**config.mk**
```make
export PLATFORM = sky130hd
export DESIGN_NAME = mpsoc_ahb3_spram_master
export DESIGN_NICKNAME = d
export VERILOG_FILES = /design/src/rtl/mpsoc_ahb3_spram_master.sv
export SDC_FILE = /design/constraint.sdc
export NUM_CORES = 1
export LEC_CHECK = 0
export ABC_AREA = 1
export CAP_MARGIN = 20
export CORE_ASPECT_RATIO = 1.1
export CORE_MARGIN = 4
export CORE_UTILIZATION = 44
export CTS_CLUSTER_DIAMETER = 30
export DETAILED_ROUTE_END_ITERATION = 10
export PLACE_DENSITY = 0.83
export SLEW_MARGIN = 20
export SYNTH_ARGS = -nofsm -noshare
export SYNTH_HDL_FRONTEND = slang
export SYNTH_SLANG_ARGS = --single-unit
```
**constraint.sdc**
```tcl
create_clock -name HCLK -period 1.52 [get_ports HCLK]
set_input_delay 0.38 -clock HCLK [delete_from_list [all_inputs] [get_ports HCLK]]
set_output_delay 0.38 -clock HCLK [all_outputs]
set_load 0.02 [all_outputs]
```
**src/rtl/mpsoc_ahb3_spram_master.sv**
```systemverilog
// rtl/mpsoc_ahb3_spram_master.sv - AHB3-Lite master turning a valid/ready request stream into single NONSEQ transfers
// Optional misaligned-request rejection: define MPSOC_AHB3_SPRAM_MASTER_ALIGN_CHECK_EN.
module mpsoc_ahb3_spram_master #(
    parameter int         PLEN      = 64,
    parameter int         XLEN      = 32,
    parameter logic [3:0] HPROT_VAL = 4'b0011
) (
    input  logic            HRESETn,
    input  logic            HCLK,

    input  logic            req_valid,
    output logic            req_ready,
    input  logic            req_write,
    input  logic [PLEN-1:0] req_addr,
    input  logic [2:0]      req_size,
    input  logic [XLEN-1:0] req_wdata,

    output logic            rsp_valid,
    output logic [XLEN-1:0] rsp_rdata,
    output logic            rsp_err,

    output logic [PLEN-1:0] HADDR,
    output logic [XLEN-1:0] HWDATA,
    output logic            HWRITE,
    output logic [2:0]      HSIZE,
    output logic [2:0]      HBURST,
    output logic [3:0]      HPROT,
    output logic [1:0]      HTRANS,
    output logic            HMASTLOCK,
    input  logic [XLEN-1:0] HRDATA,
    input  logic            HREADY,
    input  logic            HRESP
);

    localparam logic [1:0] TRANS_IDLE   = 2'b00;
    localparam logic [1:0] TRANS_NONSEQ = 2'b10;

    // Address slot: BUSY drives NONSEQ, CANCEL holds a request parked by an ERROR,
    // BAD holds a rejected request that waits for the bus to drain.
    typedef enum logic [1:0] {
        AS_IDLE,
        AS_BUSY,
        AS_CANCEL,
        AS_BAD
    } aslot_t;

    aslot_t a_state, a_next;

    logic [XLEN-1:0] a_wdata;
    logic            d_valid;
    logic            d_write;

    logic req_bad;
    logic accept;
    logic addr_done;
    logic data_done;
    logic err_first;
    logic bad_retire;
    logic slot_free;

`ifdef MPSOC_AHB3_SPRAM_MASTER_ALIGN_CHECK_EN
    localparam int MAX_SIZE = $clog2(XLEN / 8);
    logic [PLEN-1:0] align_mask;

    always_comb begin
        align_mask = (PLEN'(1) << req_size) - PLEN'(1);
        req_bad    = (req_size > 3'(MAX_SIZE)) || ((req_addr & align_mask) != '0);
    end
`else
    assign req_bad = 1'b0;
`endif

    assign addr_done  = (a_state == AS_BUSY) && HREADY;
    assign data_done  = d_valid && HREADY;
    assign err_first  = d_valid && HRESP && !HREADY;
    assign bad_retire = (a_state == AS_BAD) && !d_valid;
    assign slot_free  = (a_state == AS_IDLE) || addr_done || bad_retire;
    assign accept     = req_valid && req_ready;

    assign HBURST    = 3'b000;
    assign HPROT     = HPROT_VAL;
    assign HMASTLOCK = 1'b0;

    always_ff @(posedge HCLK or negedge HRESETn) begin
        if (!HRESETn) begin
            a_state <= AS_IDLE;
        end else begin
            a_state <= a_next;
        end
    end

    always_comb begin
        a_next    = a_state;
        req_ready = slot_free && (a_state != AS_CANCEL);
        HTRANS    = (a_state == AS_BUSY) ? TRANS_NONSEQ : TRANS_IDLE;
        case (a_state)
            AS_BUSY: begin
                if (err_first) begin
                    a_next = AS_CANCEL;
                end else if (HREADY) begin
                    a_next = accept ? (req_bad ? AS_BAD : AS_BUSY) : AS_IDLE;
                end
            end
            AS_CANCEL: begin
                // Reissue once the erroring data phase has finished.
                if (data_done) begin
                    a_next = AS_BUSY;
                end
            end
            AS_BAD: begin
                if (!d_valid) begin
                    a_next = accept ? (req_bad ? AS_BAD : AS_BUSY) : AS_IDLE;
                end
            end
            default: begin
                if (accept) begin
                    a_next = req_bad ? AS_BAD : AS_BUSY;
                end
            end
        endcase
    end

    always_ff @(posedge HCLK or negedge HRESETn) begin
        if (!HRESETn) begin
            HADDR     <= '0;
            HWRITE    <= 1'b0;
            HSIZE     <= 3'b000;
            a_wdata   <= '0;
            HWDATA    <= '0;
            d_valid   <= 1'b0;
            d_write   <= 1'b0;
            rsp_valid <= 1'b0;
            rsp_err   <= 1'b0;
            rsp_rdata <= '0;
        end else begin
            if (accept) begin
                HADDR   <= req_addr;
                HWRITE  <= req_write;
                HSIZE   <= req_size;
                a_wdata <= req_wdata;
            end
            // Old a_wdata moves to HWDATA even if a new request lands on the same edge.
            if (addr_done) begin
                d_write <= HWRITE;
                if (HWRITE) begin
                    HWDATA <= a_wdata;
                end
            end
            d_valid   <= addr_done || (d_valid && !HREADY);
            rsp_valid <= data_done || bad_retire;
            if (data_done) begin
                rsp_err <= HRESP;
                if (!d_write) begin
                    rsp_rdata <= HRDATA;
                end
            end else if (bad_retire) begin
                rsp_err <= 1'b1;
            end
        end
    end

endmodule

```
======== Word-level counts from Yosys, hierarchy flattened ========
Cells that the tools add are included.
storage, ports and cells
  input port bits ......................... 137
  latch bits .............................. 0
  memory bits (read-only) ................. 0
  memories kept ........................... 0
  output and inout port bits .............. 145
  word-level logic and storage cells ...... 49
  register bits ........................... 170
  RAM bits ................................ 0
cells by class
  equal/unequal tests ..................... 7
  div/mod/pow operators ................... 0
  bitwise logic cells ..................... 1
  order comparisons ....................... 0
  muxes and demuxes ....................... 10
  reductions and logical operators ........ 20
  shift operators ......................... 0
  $add $sub $neg .......................... 0
  multiply operators ...................... 0
operators with widths
  cell                                                              number
  2-bit 2-to-1 mux                                                  6
  1-bit logical AND                                                 8
  2-bit != test (second input constant)                             3
  2-bit case mux with 3 select lines                                1
  2-bit == test (second input constant)                             2
  1-bit logical OR                                                  4
  2-bit AND reduction                                               2
  4-bit AND reduction                                               1
  4-bit nonzero test                                                1
  1-bit 2-to-1 mux                                                  3
  3-bit != test (second input constant)                             1
  2-bit by 1-bit == test with 1-bit output (second input constant)  1
  1-bit zero test                                                   2
  2-bit zero test                                                   1
  2-bit nonzero test                                                1
  1-bit inverter                                                    1

======== Longest topological paths before layout ========
Gate-level depths: netlist (run 1).
  depth in word-level cells ............... 10
  depth in mapped cells ................... 8
  depth with buffers taken out ............ 7

======== Worst setup path after synthesis (run 1) ========
No wires, ideal clock.
  kind .................................... reg2reg
  start point ............................. reg a_state[1]
  end point ............................... reg HWDATA[10]
  cell stages (with the launch flop) ...... 8
  arrival ................................. 1100 ps
  data required time ...................... 1403 ps
  period minus slack after synthesis ...... 1217 ps
  library setup time ...................... 117 ps
  setup slack ............................. 303 ps
  buffers on the path ..................... 1
  cell sequence ........................... dfrtp_1 -> inv_1 -> nand2_2 -> nor2_4 -> nand2_2 -> buf_6 -> nand2_1 -> nand2_1
between the ends
  cells in the longest elaborated chain, start to end .. 3
ends and longest elaborated chain
  item                                      RTL line  text
  from (decl)                               47        aslot_t a_state, a_next;
  from (signal assigned)                    88        a_state <= a_next;
  2-bit by 1-bit == test with 1-bit output  73        assign addr_done = (a_state == AS_BUSY) && HREADY;
  1-bit logical AND                         73
  2-bit AND reduction (no source line)      n/a
  to (signal assigned)                      146       HWDATA <= a_wdata;
  to (decl)                                 23        output logic [XLEN-1:0] HWDATA,
No other way between the ends.
A chain may end at the register's enable or synchronous reset.

======== Worst setup path after layout (run 1) ========
  start point ............................. reg a_state[0]
  end point ............................... out req_ready
between the ends
  cells in the longest elaborated chain, start to end .. 5
  elaborated cells on any way between the ends .. 9
  those cells by class .................... eq/ne: 3; reduce/logical: 6
ends and longest elaborated chain
  item                                      RTL line  text
  2-bit by 1-bit == test with 1-bit output  73
  1-bit logical AND                         73
  1-bit logical OR (2 in a row)             77        assign slot_free = (a_state == AS_IDLE) || addr_done || bad_retire;
  1-bit logical AND (*)                     94        req_ready = slot_free && (a_state != AS_CANCEL);
  to (decl)                                 12        output logic req_ready,
Mark *: on every way between the ends. The rest lies on a longest branch, timed or not.

==> metrics.csv, run 1 <==
metric,value,unit
clk slew on worst S/H paths,0.06,ns
port bufs,272,
DRC viols,0,
Initial DRT Pass Iterations,4,
"Primary FF master, synth",dfrtp_1,
f_max,613,MHz
MaxCap Viol Count,0,
antenna violations before repair,0,
wire per inst,14.4,um
WP buf/inv,1,
Hold Path Class,in -> async,
largest family of logic cells by synthesized area,simple AND/OR/NAND/NOR gates,
core footprint,16300,um2
Clock H-tree levels,4,
chip width,131,um
arrival time at the worst endpoint,1.25,ns
clock latency on the worst-skew pair,0.41,ns
yosys warns,0,
Worst Slack Setup Final,-0.112,ns
vias in the first global route,5884,
GP Congestion,0.807,
met1 GRT Util,21.5,%
CP peak stage delay,0.44,ns
layout cell share with drive strength beyond 1,21.1,%
number of synthesized flops with an enable pin,0,
clock root buffer,clkbuf_16,
most instantiated cells after synthesis,"nand2_1 (244), dfrtp_1 (170), inv_1 (108), o21ai_2 (90), nand3_1 (66)",
row count,49,
maximum vdd ir drop,975,uV
final period utilization,107,%
crit-path most repeated cell,nand2_2,
clock skew,0.00982,ns
final instance area,10700,um2
Detail Route Antenna Nets,0,
WHS,0.454,ns
largest net degree at the start of global routing,37,
die area,18700,um2
M2 GR Usage,34.6,%
ranking of synthesized cells by area,"dfrtp_1 (58%), nand2_1 (13%), o21ai_2 (11%)",
1st-iter DRT viols,256,
leading area contributor after synthesis,dfrtp_1,
CP Max Fanout,5,
post-synthesis compound-gate area fraction,11.9,%
ys async rst share,100,%
Critical Path End Type,primary output,
first-pass GRT wire length,28900,um
final-stage net count,1187,
# setup viols final,1,
PwrDens,1920,nW/um2
Die H,143,um
total grt overflow,0,
Post-Syn Area,7280,um2
"Area growth, synth to finish",47.4,%
IO Pins,282,
grt met3 use,7.93,%
CP required,1.14,ns
cell with the most instances after synthesis,nand2_1,
mux share of post-synthesis cell area,0,%
Filler cells,1330,
final hold vios,0,
DP HPWL,13900,um
total clock buffers created by CTS,17,
"Power, Total",0.0206,W
Pleak,5.50,nW
Worst setup SP type,flop,
CTS tree,done,
"Seq/Total Area, Yosys",58.5,%
min cycle time layout,1.63,ns
Total Routing Usage GR,19.7,%
total wire length,18200,um
xor/xnor share of the synthesized area,0,%
synth unique cells,23,
Mapped Cells,758,
Post-DP Area,10400,um2
slowest CP cell,dfrtp_2,
CP Cell Sequence,nand2_2 > nand2_2 > and2_4 > buf_6,
Slew Limit Fails,0,
Bufs on Longest Clock Path,2,
status,finished with violations,
simple-gate share of the synthesized area,18.2,%
vias,5822,
violated checks,setup timing,
CTS sink cnt,170,
Avg Vias per Cell,4.61,
Initial Util,44.6,%
kind of critical path,reg -> out,
#FFs+latches synth,170,
adder-cell share of the synthesized area,0,%
share of the synthesized area in the top cell type,58.5,%
"Most Used Layer, Global Route",met2,
RSZ-0062 raised after global routing,yes,
syn avg cell area,9.60,um2
# diodes,0,
CP top delay family,flip-flops,
-- logic make-up (layout without fill, tap and decap cells) --
| family | Yosys count | count (layout) |
|---|---|---|
| AOI/OAI and AO/OA | 104 | 104 |
| other | 2 | 9 |
| and+or+nand+nor | 322 | 322 |
| DFF | 170 | 170 |
| buffers and inverters | 160 | 455 |
-- placed cells by master, fill, tap and decap left out, drive strengths merged --
cell type and instances:
and2 1, buf 46, bufinv 2, clkbuf 62, clkdlybuf4s15 87, clkdlybuf4s50 135
clkinv 3, clkinvlp 4, conb 9, dfrtp 170, dlygate4sd2 6, dlygate4sd3 1
inv 109, nand2 246, nand3 68, nand3b 1, nand4 1, nor2 5
o211ai 1, o21ai 102, o21bai 1
-- power breakdown --
group / switching, W / leakage (nW) / internal, W
combinational: 0.00533 / 3.14 / 0.00366
clock: 0.00165 / 0.251 / 0.00239
sequential: 0.00109 / 2.11 / 0.00645
total: 0.00807 / 5.50 / 0.0125
-- flip-flops by register name, summed over array words and instances, names as in the netlist, named ones only --
register   cells
HADDR         64
HSIZE          3
HWDATA        32
HWRITE         1
a_state        2
a_wdata       32
d_write        1
rsp_err        1
rsp_rdata     32
rsp_valid      1
-- per-layer routing --
layer,up-vias,part of all wire (%)
met4,2,1.8
li1,2894,-
met3,20,10
met5,-,0.033
met2,233,50
met1,2673,38
-- layout make-up --
class,instances,area [um2],share of cell area (%)
Sequential cell,170,4260,39.7
Timing Repair Buffer,316,3020,28.2
Multi-Input combinational cell,435,2240,20.9
Clock buffer,21,440,4.11
Inverter,110,413,3.85
Tap cell,204,255,2.38
Clock inverter,8,100,0.934
-- worst reg2reg max path: stages, from the launching register on --
cell	delay (ns)
dfrtp_1	0.41
inv_2	0.09
nand3_2	0.07
buf_4	0.15
nand3_4	0.11
buf_12	0.17
buf_12	0.20
nand2_1	0.10
o21ai_2	0.05
-- through the flow --
step	setup TNS (ns)	util (%)	cells	setup WS, ns
after floorplan	0	-	765	0.303
after global placement	-40.61	63.5	1233	-0.573
after detailed placement	-39.23	63.5	1233	-0.560
after CTS	-0.157	66.2	1263	-0.148
after global routing	-0.259	65.7	1264	-0.184
final	-0.112	65.7	1264	-0.112
-- worst paths after layout --
check / slack [ns] / depth (start not counted) / end / start
max: -0.11 / 4 / req_ready / a_state[0]$_DFFE_PN0P_
min: 0.45 / 2 / HWDATA[15]$_DFFE_PN0P_ / HRESETn
max reg2reg: 0.11 / 8 / HADDR[21]$_DFFE_PN0N_ / a_state[1]$_DFFE_PN0P_
min reg2reg: 0.47 / 2 / HWDATA[26]$_DFFE_PN0P_ / HWDATA[26]$_DFFE_PN0P_
max in group asynchronous: 0.51 / 3 / HADDR[36]$_DFFE_PN0N_ / HRESETn
min in group HCLK: 0.47 / 2 / HWDATA[26]$_DFFE_PN0P_ / HWDATA[26]$_DFFE_PN0P_
-- repair_timing --
item,in CTS,in global routing
setup buffers,0,1
gates resized for setup,197,134
hold endpoints to repair,24,0
hold buffers,1,0
endpoints found under the setup margin,136,115
pin swaps,1,2
Note: power is estimated with default switching activity, not from simulation.
==> run 2: changes to the inputs <==
- GPL_ROUTABILITY_DRIVEN: unset -> 0
- REMOVE_ABC_BUFFERS: unset -> 1
==> metrics.csv, run 2 (same netlist as run 1, synthesis figures left out) <==
metric,value,unit,change
vias in the first global route,6106,,was 5884
"Area growth, synth to finish",49.7,%,was 47.4%
Bufs on Longest Clock Path,2,,unchanged
max reg flops,64,,unchanged
Slew Limit Headroom,66.3,%,
"commonest non-fill, non-tap cell in the layout",nand2_1,,unchanged
total grt overflow,0,,unchanged
Total Routing Usage GR,20.8,%,was 19.7%
final-stage net count,1196,,was 1187
RSZ-0062 raised after global routing,yes,,unchanged
CTS tree,done,,unchanged
Slew Limit Fails,0,,unchanged
clk slew on worst S/H paths,0.07,ns,was 0.06 ns
Worst setup SP type,flop,,unchanged
"commonest non-fill, non-tap cells in the layout","nand2_1 (242), dfrtp_1 (169), clkdlybuf4s50_1 (135)",,unchanged
Die H,143,um,unchanged
total clock buffers created by CTS,17,,unchanged
1st-iter DRT viols,253,,was 256
# setup viols final,2,,was 1
Clock H-tree levels,4,,unchanged
clock latency on the worst-skew pair,0.42,ns,was 0.41 ns
Worst Slack Setup Final,-0.160,ns,was -0.112 ns
antenna violations before repair,0,,unchanged
Largest Register,HADDR,,unchanged
final instance area,10900,um2,was 10700 um2
Initial Util,44.6,%,unchanged
CP top delay family,flip-flops,,unchanged
vias,5973,,was 5822
slowest CP cell,dfrtp_2,,unchanged
WP buf/inv,1,,unchanged
final instance count without filler cells,1276,,was 1264
CTS sink cnt,170,,unchanged
PwrDens,1920,nW/um2,about the same
row count,49,,unchanged
Slew @ Worst Pin,0.505,ns,
wire per inst,15.4,um,was 14.4 um
Post-DP Area,10500,um2,was 10400 um2
IO Pins,282,,unchanged
arrival time at the worst endpoint,1.30,ns,was 1.25 ns
CP required,1.14,ns,about the same
violated checks,setup timing,,unchanged
CP Max Fanout,5,,unchanged
maximum vdd ir drop,923,uV,was 975 uV
total wire length,19700,um,was 18200 um
DP HPWL,14200,um,was 13900 um
port bufs,272,,unchanged
Detail Route Antenna Nets,0,,unchanged
Critical Path End Type,primary output,,unchanged
clock skew,0.0116,ns,was 0.00982 ns
MaxCap Viol Count,0,,unchanged
Placed Cells incl. Taps,1236,,was 1233
CP peak stage delay,0.44,ns,about the same
layout cell share with drive strength beyond 1,24.0,%,was 21.1%
Hold Path Class,in -> async,,unchanged
core footprint,16300,um2,unchanged
post-placement setup slack,-0.560,ns,about the same
die area,18700,um2,unchanged
Initial DRT Pass Iterations,4,,unchanged
f_max,595,MHz,was 613 MHz
final hold vios,0,,unchanged
Filler cells,1282,,was 1330
kind of critical path,reg -> out,,unchanged
# diodes,0,,unchanged
status,finished with violations,,unchanged
min cycle time layout,1.68,ns,was 1.63 ns
clock root buffer,clkbuf_16,,unchanged
DRC viols,0,,unchanged
Avg Vias per Cell,4.68,,was 4.61
largest net degree at the start of global routing,44,,was 37
crit-path most repeated cell,nand2_2,,unchanged
Pleak,5.63,nW,was 5.50 nW
final period utilization,110,%,was 107%
CP Cell Sequence,nand2_2 > nand2_2 > and2_4 > buf_6,,unchanged
first-pass GRT wire length,30600,um,was 28900 um
chip width,131,um,unchanged
-- run 2: cell count changes in the layout (fill, tap and decap cells not counted), moves of 2 or more --
cell / previous run / this run
clkinv_4: 0 / 3
clkbuf_1: 4 / 1
clkbuf_16: 17 / 21
inv_6: 0 / 3
clkbuf_2: 41 / 57
bufinv_16: 2 / 0
buf_4: 30 / 28
clkbuf_8: 0 / 2
buf_16: 0 / 4
buf_12: 13 / 15
clkdlybuf4s15_2: 9 / 11
clkdlybuf4s15_1: 78 / 60
-- run 2: per-layer routing --
metal / GRT usage [%] / vias to the layer above / part of all wire, %
met3: 7.07 / 22 / 8.7
met1: 24.2 / 2821 / 39
met4: 6.01 / 0 / 1.4
li1: - / 2910 / -
met2: 36.4 / 220 / 51
met5: 0 / - / 0
-- run 2: final timing paths --
kind                                         from                        end  slack, ns  cells after the start
max                        a_state[0]$_DFFE_PN0P_                  req_ready      -0.16                      4
min                                       HRESETn  rsp_rdata[30]$_DFFE_PN0P_       0.45                      2
max reg2reg                                  flop      HADDR[61]$_DFFE_PN0N_       0.07                      9
min reg2reg                HWDATA[15]$_DFFE_PN0P_     HWDATA[15]$_DFFE_PN0P_       0.47                      2
max in group asynchronous                 HRESETn       HADDR[7]$_DFFE_PN0N_       0.49                      3
min in group HCLK          HWDATA[15]$_DFFE_PN0P_     HWDATA[15]$_DFFE_PN0P_       0.47                      2
-- run 2: cell type report --
cell class / count / area, um2 / share of cell area (%)
Sequential cell: 170 / 4260 / 39.1
Tap cell: 204 / 255 / 2.34
Timing Repair Buffer: 325 / 3190 / 29.2
Clock buffer: 20 / 457 / 4.19
Clock inverter: 12 / 90.1 / 0.827
Inverter: 110 / 413 / 3.79
Multi-Input combinational cell: 435 / 2240 / 20.5
-- run 2: repair_timing --
action                                  4_1_cts  5_1_grt
endpoints found under the setup margin      136      119
gates resized for setup                     238      118
cloned                                        0        4
buffers inserted                              1        2
endpoints found under the hold margin        33        0
pin swaps                                     0        3
hold buffers                                  1        0
-- run 2: metrics by stage --
| step | power, W | utilization (%) | hold WS [ns] | setup TNS [ns] |
|---|---|---|---|---|
| after floorplan | 0.0122 | - | 0.0844 | -284.96 |
| after global placement | 0.0175 | 64.1 | 0.359 | -36.69 |
| after detailed placement | 0.0178 | 64.1 | 0.362 | -39.88 |
| after CTS | 0.0210 | 67.2 | 0.471 | -0.197 |
| after global routing | 0.0223 | 66.8 | 0.475 | -0.868 |
| final | 0.0210 | 66.8 | 0.454 | -0.255 |
-- run 2: report_power, final --
| group | internal (W) | total, W | leakage (nW) | switching (W) |
|---|---|---|---|---|
| Combinational | 0.00384 | 0.00937 | 3.26 | 0.00553 |
| Sequential | 0.00645 | 0.00754 | 2.11 | 0.00109 |
| Clock | 0.00219 | 0.00406 | 0.263 | 0.00187 |
| Total | 0.0125 | 0.0210 | 5.63 | 0.00848 |
==> run 3: changes to the inputs <==
- TNS_END_PERCENT: unset -> 50
==> metrics.csv, run 3 (same netlist as run 1, synthesis figures left out) <==
metric,value,unit,change
"Area growth, synth to finish",48.7,%,was 49.7%
RSZ-0062 raised after global routing,yes,,unchanged
crit path to,req_ready,,unchanged
clock root buffer,clkbuf_16,,unchanged
# setup viols final,2,,unchanged
Clock H-tree levels,4,,unchanged
Hold Path Class,in -> async,,unchanged
Filler cells,1294,,was 1282
reg2reg end,HADDR[27]$_DFFE_PN0N_,,was HADDR[61]$_DFFE_PN0N_
first-pass GRT wire length,30600,um,unchanged
reg2reg path depth,8,,was 9
status,finished with violations,,unchanged
Slew @ Worst Pin,0.505,ns,about the same
final instance count without filler cells,1273,,was 1276
Placed Cells incl. Taps,1236,,unchanged
kind of critical path,reg -> out,,unchanged
f_max,595,MHz,about the same
die area,18700,um2,unchanged
layout cell share with drive strength beyond 1,23.8,%,was 24.0%
Largest Register,HADDR,,unchanged
Die H,143,um,unchanged
clk slew on worst S/H paths,0.07,ns,about the same
Bufs on Longest Clock Path,2,,unchanged
Worst R2R Start,a_state[1]$_DFFE_PN0P_,,
total clock buffers created by CTS,17,,unchanged
total wire length,19400,um,was 19700 um
CP Launch Point,a_state[0]$_DFFE_PN0P_,,unchanged
Critical Path End Type,primary output,,unchanged
Total Routing Usage GR,20.8,%,unchanged
wire per inst,15.3,um,was 15.4 um
WHS,0.457,ns,was 0.454 ns
violated checks,setup timing,,unchanged
DP HPWL,14200,um,unchanged
Avg Vias per Cell,4.66,,was 4.68
CP Max Fanout,5,,unchanged
Pleak,5.59,nW,was 5.63 nW
clock skew,0.0110,ns,was 0.0116 ns
vias in the first global route,6106,,unchanged
arrival time at the worst endpoint,1.30,ns,about the same
port bufs,272,,unchanged
final-stage net count,1193,,was 1196
DRC viols,0,,unchanged
Slew Limit Fails,0,,unchanged
final period utilization,111,%,was 110%
Worst setup SP type,flop,,unchanged
CTS sink cnt,170,,unchanged
max reg flops,64,,unchanged
# diodes,0,,unchanged
vias,5932,,was 5973
"commonest non-fill, non-tap cells in the layout","nand2_1 (242), dfrtp_1 (169), clkdlybuf4s50_1 (135)",,unchanged
"commonest non-fill, non-tap cell in the layout",nand2_1,,unchanged
maximum vdd ir drop,1070,uV,was 923 uV
antenna violations before repair,0,,unchanged
CTS tree,done,,unchanged
CP required,1.14,ns,about the same
Initial DRT Pass Iterations,4,,unchanged
Worst Slack Setup Final,-0.161,ns,was -0.160 ns
Initial Util,44.6,%,unchanged
final hold vios,0,,unchanged
chip width,131,um,unchanged
Slew Limit Headroom,66.3,%,about the same
min cycle time layout,1.68,ns,about the same
clock latency on the worst-skew pair,0.42,ns,about the same
largest net degree at the start of global routing,44,,unchanged
1st-iter DRT viols,258,,was 253
R2R setup slack,0.08,ns,was 0.07 ns
PwrDens,1930,nW/um2,was 1920 nW/um2
total grt overflow,0,,unchanged
MaxCap Viol Count,0,,unchanged
core footprint,16300,um2,unchanged
Detail Route Antenna Nets,0,,unchanged
IO Pins,282,,unchanged
row count,49,,unchanged
-- run 3: cell count changes in the layout (fill, tap and decap cells not counted) --
cell / before / now
buf_16: 4 / 2
clkbuf_16: 21 / 19
buf_12: 15 / 17
buf_6: 4 / 3
-- run 3: metrics by stage --
stage / utilization (%) / area [um2] / setup TNS, ns / worst slack (ns) / total power (W)
2_1_floorplan: - / 6890 / -284.96 / -2.64 / 0.0122
3_3_place_gp: 64.1 / 10500 / -36.69 / -0.544 / 0.0175
3_5_place_dp: 64.1 / 10500 / -39.88 / -0.560 / 0.0178
4_1_cts: 67.1 / 11000 / -0.202 / -0.172 / 0.0210
5_1_grt: 66.3 / 10800 / -0.481 / -0.221 / 0.0221
6_report: 66.3 / 10800 / -0.255 / -0.161 / 0.0208
-- run 3: timing repair --
item,in CTS,in global routing
endpoints found under the hold margin,33,0
pin swaps,0,2
cloned,0,2
endpoints found under the setup margin,136,120
resized for setup,237,116
buffers inserted,1,1
hold buffers,1,0
-- run 3: power by group --
| part | internal [W] | switching, W | total (W) | leakage (nW) |
|---|---|---|---|---|
| Combinational | 0.00375 | 0.00548 | 0.00923 | 3.22 |
| Sequential | 0.00645 | 0.00108 | 0.00753 | 2.11 |
| Clock | 0.00219 | 0.00187 | 0.00406 | 0.263 |
| Total | 0.0124 | 0.00843 | 0.0208 | 5.59 |
-- run 3: area by class of cell --
class,count,area [um2],area share (%)
tap,204,255,2.36
multi-input combinational,435,2240,20.7
inverter,110,413,3.82
sequential,170,4260,39.3
clock inverter,12,90.1,0.833
timing repair buffer,322,3110,28.7
clock buffer,20,457,4.22
-- run 3: how the worst min path moves through the flow --
stage / slack [ns] / end / cells past startpoint
finish: 0.46 / rsp_rdata[30]$_DFFE_PN0P_ / 2
global route: 0.47 / rsp_rdata[5]$_DFFE_PN0P_ / 2
CTS: 0.47 / rsp_rdata[20]$_DFFE_PN0P_ / 2
detailed placement: 0.36 / rsp_rdata[5]$_DFFE_PN0P_ / 1
global placement: 0.36 / rsp_rdata[10]$_DFFE_PN0P_ / 1
floorplan: 0.08 / HADDR[0]$_DFFE_PN0N_ / 0
-- run 3: per-layer routing --
metal	track usage [%]	vias up	routed length, um
met5	0	-	0
met4	6.01	0	307
met3	7.07	23	1700
met2	36.4	225	9850
met1	24.2	2781	7590
li1	-	2903	-
-- run 3: critical path: stages, from the launching register on --
cell,delay (ns)
dfrtp_2,0.44
nand2_2,0.10
nand2_2,0.07
and2_4,0.16
buf_6,0.12
